===== src/rtl/noc_output_arbiter.sv =====
// Output-port arbiter for a wormhole NoC router.
// Round-robin arbitration happens on header flits. The winner then holds the
// link until its tail flit has gone. Flits are only sent while the downstream
// NIB has a free slot, tracked by a valid/yummy credit counter.
module noc_output_arbiter #(
    parameter int NUM_REQ     = 5,
    parameter int REQ_BITS    = 3,
    parameter int BUFFER_SIZE = 4,
    parameter int BUFFER_BITS = 3,
    parameter int LEN_BITS    = 8
) (
    input  logic                         clk,
    input  logic                         reset,
    input  logic [NUM_REQ-1:0]           req,
    input  logic [NUM_REQ*LEN_BITS-1:0]  req_len,
    input  logic                         yummy_in,
    output logic [NUM_REQ-1:0]           grant,
    output logic                         valid_out,
    output logic                         locked,
    output logic [REQ_BITS-1:0]          owner,
    output logic [BUFFER_BITS-1:0]       credit_count,
    output logic                         credit_err
);

    typedef enum logic {IDLE, BUSY} state_t;

    state_t                state, state_n;
    logic [REQ_BITS-1:0]   rr_ptr, rr_n, owner_n, winner;
    logic [LEN_BITS-1:0]   remaining, rem_n;
    logic [LEN_BITS-1:0]   lens [NUM_REQ];
    logic                  found;
    logic                  cred_ok;

    // The round-robin pointer wraps at NUM_REQ, not at 2^REQ_BITS.
    function automatic logic [REQ_BITS-1:0] next_idx(input logic [REQ_BITS-1:0] i);
        return (int'(i) == NUM_REQ - 1) ? '0 : i + 1'b1;
    endfunction

    for (genvar g = 0; g < NUM_REQ; g++) begin : g_len
        assign lens[g] = req_len[g*LEN_BITS +: LEN_BITS];
    end

    assign cred_ok   = (credit_count != '0);
    assign valid_out = |grant;
    assign locked    = (state == BUSY);

    // Pick the first requester at or after rr_ptr, wrapping around.
    always_comb begin
        int                  idx;
        logic [REQ_BITS-1:0] idx_b;
        found  = 1'b0;
        winner = '0;
        idx    = 0;
        idx_b  = '0;
        for (int k = 0; k < NUM_REQ; k++) begin
            idx = int'(rr_ptr) + k;
            if (idx >= NUM_REQ) idx = idx - NUM_REQ;
            idx_b = REQ_BITS'(idx);
            if (!found && req[idx_b]) begin
                found  = 1'b1;
                winner = idx_b;
            end
        end
    end

    // Grant generation and next-state for the wormhole lock.
    always_comb begin
        grant   = '0;
        state_n = state;
        rr_n    = rr_ptr;
        owner_n = owner;
        rem_n   = remaining;
        if (!reset && cred_ok) begin
            case (state)
                IDLE: begin
                    if (found) begin
                        grant[winner] = 1'b1;
                        // A zero-length packet is header only, so there is nothing to lock.
                        if (lens[winner] == '0) begin
                            rr_n = next_idx(winner);
                        end else begin
                            state_n = BUSY;
                            owner_n = winner;
                            rem_n   = lens[winner];
                        end
                    end
                end
                BUSY: begin
                    if (req[owner]) begin
                        grant[owner] = 1'b1;
                        if (remaining == LEN_BITS'(1)) begin
                            state_n = IDLE;
                            rr_n    = next_idx(owner);
                            owner_n = '0;
                            rem_n   = '0;
                        end else begin
                            rem_n = remaining - 1'b1;
                        end
                    end
                end
                default: ;
            endcase
        end
    end

    // State, pointer, owner and remaining-flit registers.
    always_ff @(posedge clk) begin
        if (reset) begin
            state     <= IDLE;
            rr_ptr    <= '0;
            owner     <= '0;
            remaining <= '0;
        end else begin
            state     <= state_n;
            rr_ptr    <= rr_n;
            owner     <= owner_n;
            remaining <= rem_n;
        end
    end

    // Credit counter. A flit sent and a credit returned in the same cycle cancel out.
    // A return while already full is an upstream bug, so it is latched in credit_err.
    always_ff @(posedge clk) begin
        if (reset) begin
            credit_count <= BUFFER_BITS'(BUFFER_SIZE);
            credit_err   <= 1'b0;
        end else if (valid_out && !yummy_in) begin
            credit_count <= credit_count - 1'b1;
        end else if (yummy_in && !valid_out) begin
            if (credit_count == BUFFER_BITS'(BUFFER_SIZE))
                credit_err <= 1'b1;
            else
                credit_count <= credit_count + 1'b1;
        end
    end

endmodule


===== config.mk =====
export PLATFORM = sky130hd
export DESIGN_NAME = noc_output_arbiter
export DESIGN_NICKNAME = d
export VERILOG_FILES = /design/src/rtl/noc_output_arbiter.sv
export SDC_FILE = /design/constraint.sdc
export NUM_CORES = 1
export LEC_CHECK = 0
export CAP_MARGIN = 0
export CORE_ASPECT_RATIO = 0.75
export CORE_MARGIN = 1.5
export CORE_UTILIZATION = 47
export DETAILED_ROUTE_END_ITERATION = 8
export PLACE_DENSITY = 0.82
export SYNTH_ARGS = -nofsm -noshare
export SYNTH_HDL_FRONTEND = slang
export SYNTH_SLANG_ARGS = --single-unit

===== constraint.sdc =====
create_clock -name clk -period 6.1 [get_ports clk]
set_clock_uncertainty 0.05 [all_clocks]
set_input_delay 1.22 -clock clk [delete_from_list [all_inputs] [get_ports clk]]
set_output_delay 1.22 -clock clk [all_outputs]
set_load 0.01 [all_outputs]

* Yosys cells after proc, flatten, opt, wreduce, memory -nomap -nowiden
Cells that the tools add are included.
Storage, ports and cells: memories 0, input port bits 48, register bits after elaboration 19, bits in read-only memories 0, latch bits 0, output and inout port bits 14, word-level logic and storage cells 136, memory bits (writable) 0
Operators by class: $mul 0, reductions and logical operators 25, add/sub/neg operators 14, mux-type cells 63, magnitude comparators 15, bitwise operators 3, shift-type cells 0, equal/unequal tests 10, divide/modulo/power cells 0
Operator list (count):
- two-way mux 3 bit | 23
- two-way mux 8 bit | 6
- less-than comparator 3 x 4 -> 1 bit (second input constant) | 7
- binary-select mux 8 bit (select 3 bit) | 1
- binary-select mux 1 bit (select 3 bit) | 6
- two-way mux 1 bit | 17
- >= comparator 4 x 3 -> 1 bit (second input constant) | 4
- case mux 8 bit (2 select lines) | 1
- two-way mux 5 bit | 3
- subtractor 3 bit (second input constant) | 5
- case mux 3 bit (2 select lines) | 2
- case mux 5 bit (2 select lines) | 1
- AND reduction 5 bit | 2
- adder 3 x 1 -> 3 bit (second input constant) | 3
- == test 3 bit (second input constant) | 3
- logical AND 1 bit | 9
- adder 3 x 2 -> 4 bit (second input constant) | 2
- == test 8 x 1 -> 1 bit (second input constant) | 1
- zero test 8 bit | 1
- inequality test 2 bit (second input constant) | 4
- subtractor 8 x 1 -> 8 bit (second input constant) | 1
- zero test 1 bit | 7
- demux 1 bit (select 3 bit) | 2
- >= comparator 3 x 1 -> 1 bit (second input constant) | 2
- 15 further kinds | 17

* Logic depth before layout (Yosys ltp)
depth in word-level cells 29, depth in mapped cells 21

* Worst setup path after synthesis
Ideal clock, no wire load.
path kind register to output, from register rr_ptr[0], to output port grant[3], data arrival time 3758 ps, slack 1072 ps, data required time 4830 ps, stages on the path, launching flop included 19, cell sequence dfxtp_1 -> buf_2 -> inv_1 -> buf_2 -> ha_1 -> inv_1 -> fa_1 -> or2_1 -> buf_6 -> or4_4 -> a41oi_4 -> a211oi_1 -> o41ai_4 -> and2_1 -> inv_2 -> buf_2 -> nor2_1 -> nand2_1 -> a21oi_1
On the way: word-level cells in the longest chain between the ends 24, elaborated cells between the ends (all ways) 55, classes of those cells add/sub (9); order compare (7); mux (30); reduce/logical (9)
RTL lines:
- start: declaration | RTL line 28 | logic [REQ_BITS-1:0] rr_ptr, rr_n, owner_n, winner;
- start signal: assignment | RTL line 115 | rr_ptr <= rr_n;
- parallel branches: the longest is 21 deep, another holds adder 3 x 1 -> 4 bit
- two-way mux 5 bit * | RTL line 76 | if (found) begin
- case mux 5 bit (2 select lines) * | RTL line 74 | case (state)
- two-way mux 5 bit * | RTL line 73 | if (!reset && cred_ok) begin
- end: declaration | RTL line 17 | output logic [NUM_REQ-1:0] grant,
Mark *: on every way between the ends. The select of a mux whose other input is x is not followed.

* Worst setup path after layout
from input port req[3], to output port grant[0]
On the way: word-level cells in the longest chain between the ends 22, elaborated cells between the ends (all ways) 39, classes of those cells order compare (2); mux (28); reduce/logical (9)
RTL lines:
- start: declaration | RTL line 14 | input logic [NUM_REQ-1:0] req,
- binary-select mux 1 bit (select 3 bit) | RTL line 59 | if (!found && req[idx_b]) begin
- two-way mux 1 bit (implied by the code) | RTL line 59
- two-way mux 1 bit | RTL line 59
- zero test 1 bit | RTL line 59
- logical AND 1 bit | RTL line 59
- two-way mux 1 bit | RTL line 59
- zero test 1 bit | RTL line 59
- logical AND 1 bit | RTL line 59
- [6 not listed]
- two-way mux 3 bit | RTL line 59
- less-than comparator 3 x 4 -> 1 bit (implied by the code) / >= comparator 3 x 1 -> 1 bit (equally long branches) | RTL line 77 | grant[winner] = 1'b1;
- logical AND 1 bit (implied by the code) | RTL line 77
- two-way mux 1 bit (implied by the code) | RTL line 77
- demux 1 bit (select 3 bit) | RTL line 77
- two-way mux 5 bit | RTL line 76
- case mux 5 bit (2 select lines) * | RTL line 74
- two-way mux 5 bit * | RTL line 73
Mark *: on every way between the ends. The rest lies on a longest branch, timed or not. The select of a mux whose other input is x is not followed.

==> flow_summary_export.csv <==
group,metric,value,unit
detailed_routing,wl_per_cell,17.4,um
critical_path,cp.arrival,4.65,ns
detailed_routing,drtAntennaViolNets,0,
die,initial_core_util,50.2,%
layout,nNetsFinal,523,
timing,period_needed,5.92,ns
clock_tree,path_clk_slew,0.07,ns
critical_path,cp.depth,15,
critical_path,crit_family,"simple AND/OR/NAND/NOR gates",
worst_hold_path,hold_path_class,"reg -> reg",
critical_path,crit_type,"in -> out",
layout,area_delta_synth_final,25.0,%
critical_path,critical_path_buf_inv_count,4,
critical_path,cp_slowest_cell,"clkdlybuf4s50_1",
synthesis,avgSynthCellArea,7.50,sq um
layout,seq_area,382,sq um
synthesis,ys_warn_count,0,
die,die_area,6880,sq um
outcome,status,"completed",
clock_tree,htree_num_levels,1,
detailed_routing,dr_total_vias,3494,
layout,fin_cells,535,
detailed_routing,route.top_layer_used,"met4",
clock_tree,root_buffer,"clkbuf_8",
critical_path,ff2ff_path_depth,19,
timing,setup_viol,0,
timing,finalSetupTns,0,ns
detailed_routing,drc,0,
detailed_routing,viasPerCell,6.53,
clock_tree,clock-sinks,19,
layout,layout_commonest_cell,"clkdlybuf4s50_1",
place,gp_congestion,1.05,
layout,most-common-layout-cells,"clkdlybuf4s50_1 (61), nor2_1 (37), nand2_1 (31), a21oi_1 (30), inv_1 (25)",
die,die_h,72.2,um
timing,clock.fmax,169,MHz
pwr,power.total,813,uW
grt,grt_pass1_vias,3210,
critical_path,critPathLaunchType,"input port",
detailed_routing,wl_met1,4.05,mm
job,cap_violations,0,
synthesis,synth-main-ff-cell,"dfxtp_1",
synthesis,syn-num-nets,465,
die,num_rows,24,
place,io_buffers,61,
layout,fin_util,62.8,%
layout,multi_input_area,2390,sq um
detailed_routing,dr_wl_met3,1.12,mm
pwr,max-vdd-ir-drop,0.000120,V
detailed_routing,routed_wl,9.30,mm
critical_path,cp_data_required_time,4.83,ns
layout,drive_above_1_share,11.4,%
layout,num_antenna_cells,0,
grt,track_usage,27.8,%
layout,fin_area,3750,sq um
critical_path,endpoint_kind,"primary output",
timing,finalWorstSetupSlack,0.182,ns
clock_tree,cts_buffer_depth,2,
synthesis,ys_seq_area_share,12.7,%
clock_tree,cts_resized,0,
place,detailed_place.area,3700,sq um
clock_tree,cts_buffers,3,
clock_tree,clk_latency,0.26,ns
synthesis,synth_cell_type_count,84,
pwr,p_leak,1.46,nW
grt,grt_max_degree,31,
critical_path,crit_chain,"clkdlybuf4s50_1, buf_4, nor3b_1, nor3_1, a32o_1, a41oi_4, and4bb_1, nand3_1, and2_1, inv_2, nand2b_1, nor3_1, a21oi_1, nor2_1, clkdlybuf4s50_1",
clock_tree,cts-hold-fix-buffers,0,
detailed_routing,drt_iter0_markers,612,
critical_path,max_stage_delay,0.56,ns
place,place_ws,0.242,ns
place,post-dp-hpwl,7.33,mm
synthesis,synth-edff-count,0,
pwr,power.density,217,nW/um^2
synthesis,syn_inst,400,
die,io_pins,62,
clock_tree,cts_tree,"built",
layout,nFillCells,511,
timing,hold_violations,0,
timing,worst_pin_slew,0.871,ns
place,dp.cells,531,
timing,slew_headroom,41.9,%
die,core,5980,sq um
synthesis,synth_area,3000,sq um
detailed_routing,wl_met2,3.92,mm
synthesis,ys_ff_latch,19,
die,dieWidth,95.3,um
worst_hold_path,holdPathStages,2,
timing,slew_violations,0,
grt,antenna_found_initial,0,
synthesis,async_reset_ff_share,0,%
timing,whs,0.436,ns
critical_path,cp_max_fo,11,
timing,fin_crit_sh,97.0,%
clock_tree,cts_setup_buffers,0,
detailed_routing,drtPass1Iterations,5,
timing,rsz0062_at_grt,"no",
grt,grt_overflow,0,
grt,grt_pass1_wl,15.3,mm
-- power by group --
group,internal [mW],switching (mW)
clock network,0.0455,0.0458
registers,0.153,0.0404
logic,0.238,0.290
-- tightest hold or removal path: stages (launching register included) --
cell and delay, ns:
dfxtp_1 0.34, a31oi_1 0.04, nor2_1 0.07
-- layout make-up --
type | count | area share [%]
inverter | 30 | 3.00
clock inverter | 1 | 0.133
sequential | 19 | 10.2
multi-input combinational | 328 | 63.7
tap | 78 | 2.60
clock buffer | 3 | 1.10
timing repair buffer | 76 | 19.3
-- sequential cells by signal (all words and copies together) (netlist names) --
register,flops
credit_count,3
credit_err,1
locked,1
owner,3
remaining,8
rr_ptr,3
-- final timing paths --
| kind | start | endpoint | slack, ns |
|---|---|---|---|
| max reg2reg | rr_ptr[0] | remaining[6] | 0.78 |
| min | credit_err | credit_err | 0.44 |
| min reg2reg | credit_err | credit_err | 0.44 |
| max | req[3] | grant[0] | 0.18 |
-- kinds of logic after synthesis --
logic type      share of synthesized area (%)
compound gates                           38.0
xor+xnor                                 1.75
fa+ha+maj                                7.59
buf+inv                                  7.67
flops                                    12.7
mux                                      7.59
simple gates                             24.7
-- Yosys cell counts, types with 5 or more instances --
master	n	share of area [%]
ha_1	15	6.3
xnor2_1	5	1.5
a211o_1	9	2.6
o211ai_1	5	1.3
nor3_1	11	1.8
nand2_1	31	3.9
a32o_1	6	2.0
a21o_1	6	1.5
nand2b_1	6	1.3
a21oi_1	30	5.0
buf_2	7	1.2
a211oi_1	8	2.0
o21ai_0	11	1.8
dfxtp_1	19	13
nand3_1	16	2.7
mux2i_1	16	5.3
o22ai_1	11	2.3
and2_1	5	1.0
inv_1	25	3.1
nor2b_1	9	1.9
clkbuf_1	9	1.1
nor2_1	37	4.6
-- routing by layer --
layer / vias to the layer above / GRT usage [%]
met5: - / 0
met4: 0 / 7.96
met3: 30 / 5.87
met2: 234 / 40.3
met1: 1597 / 41.0
li1: 1633 / -
Note: power is estimated with default switching activity, not from simulation.
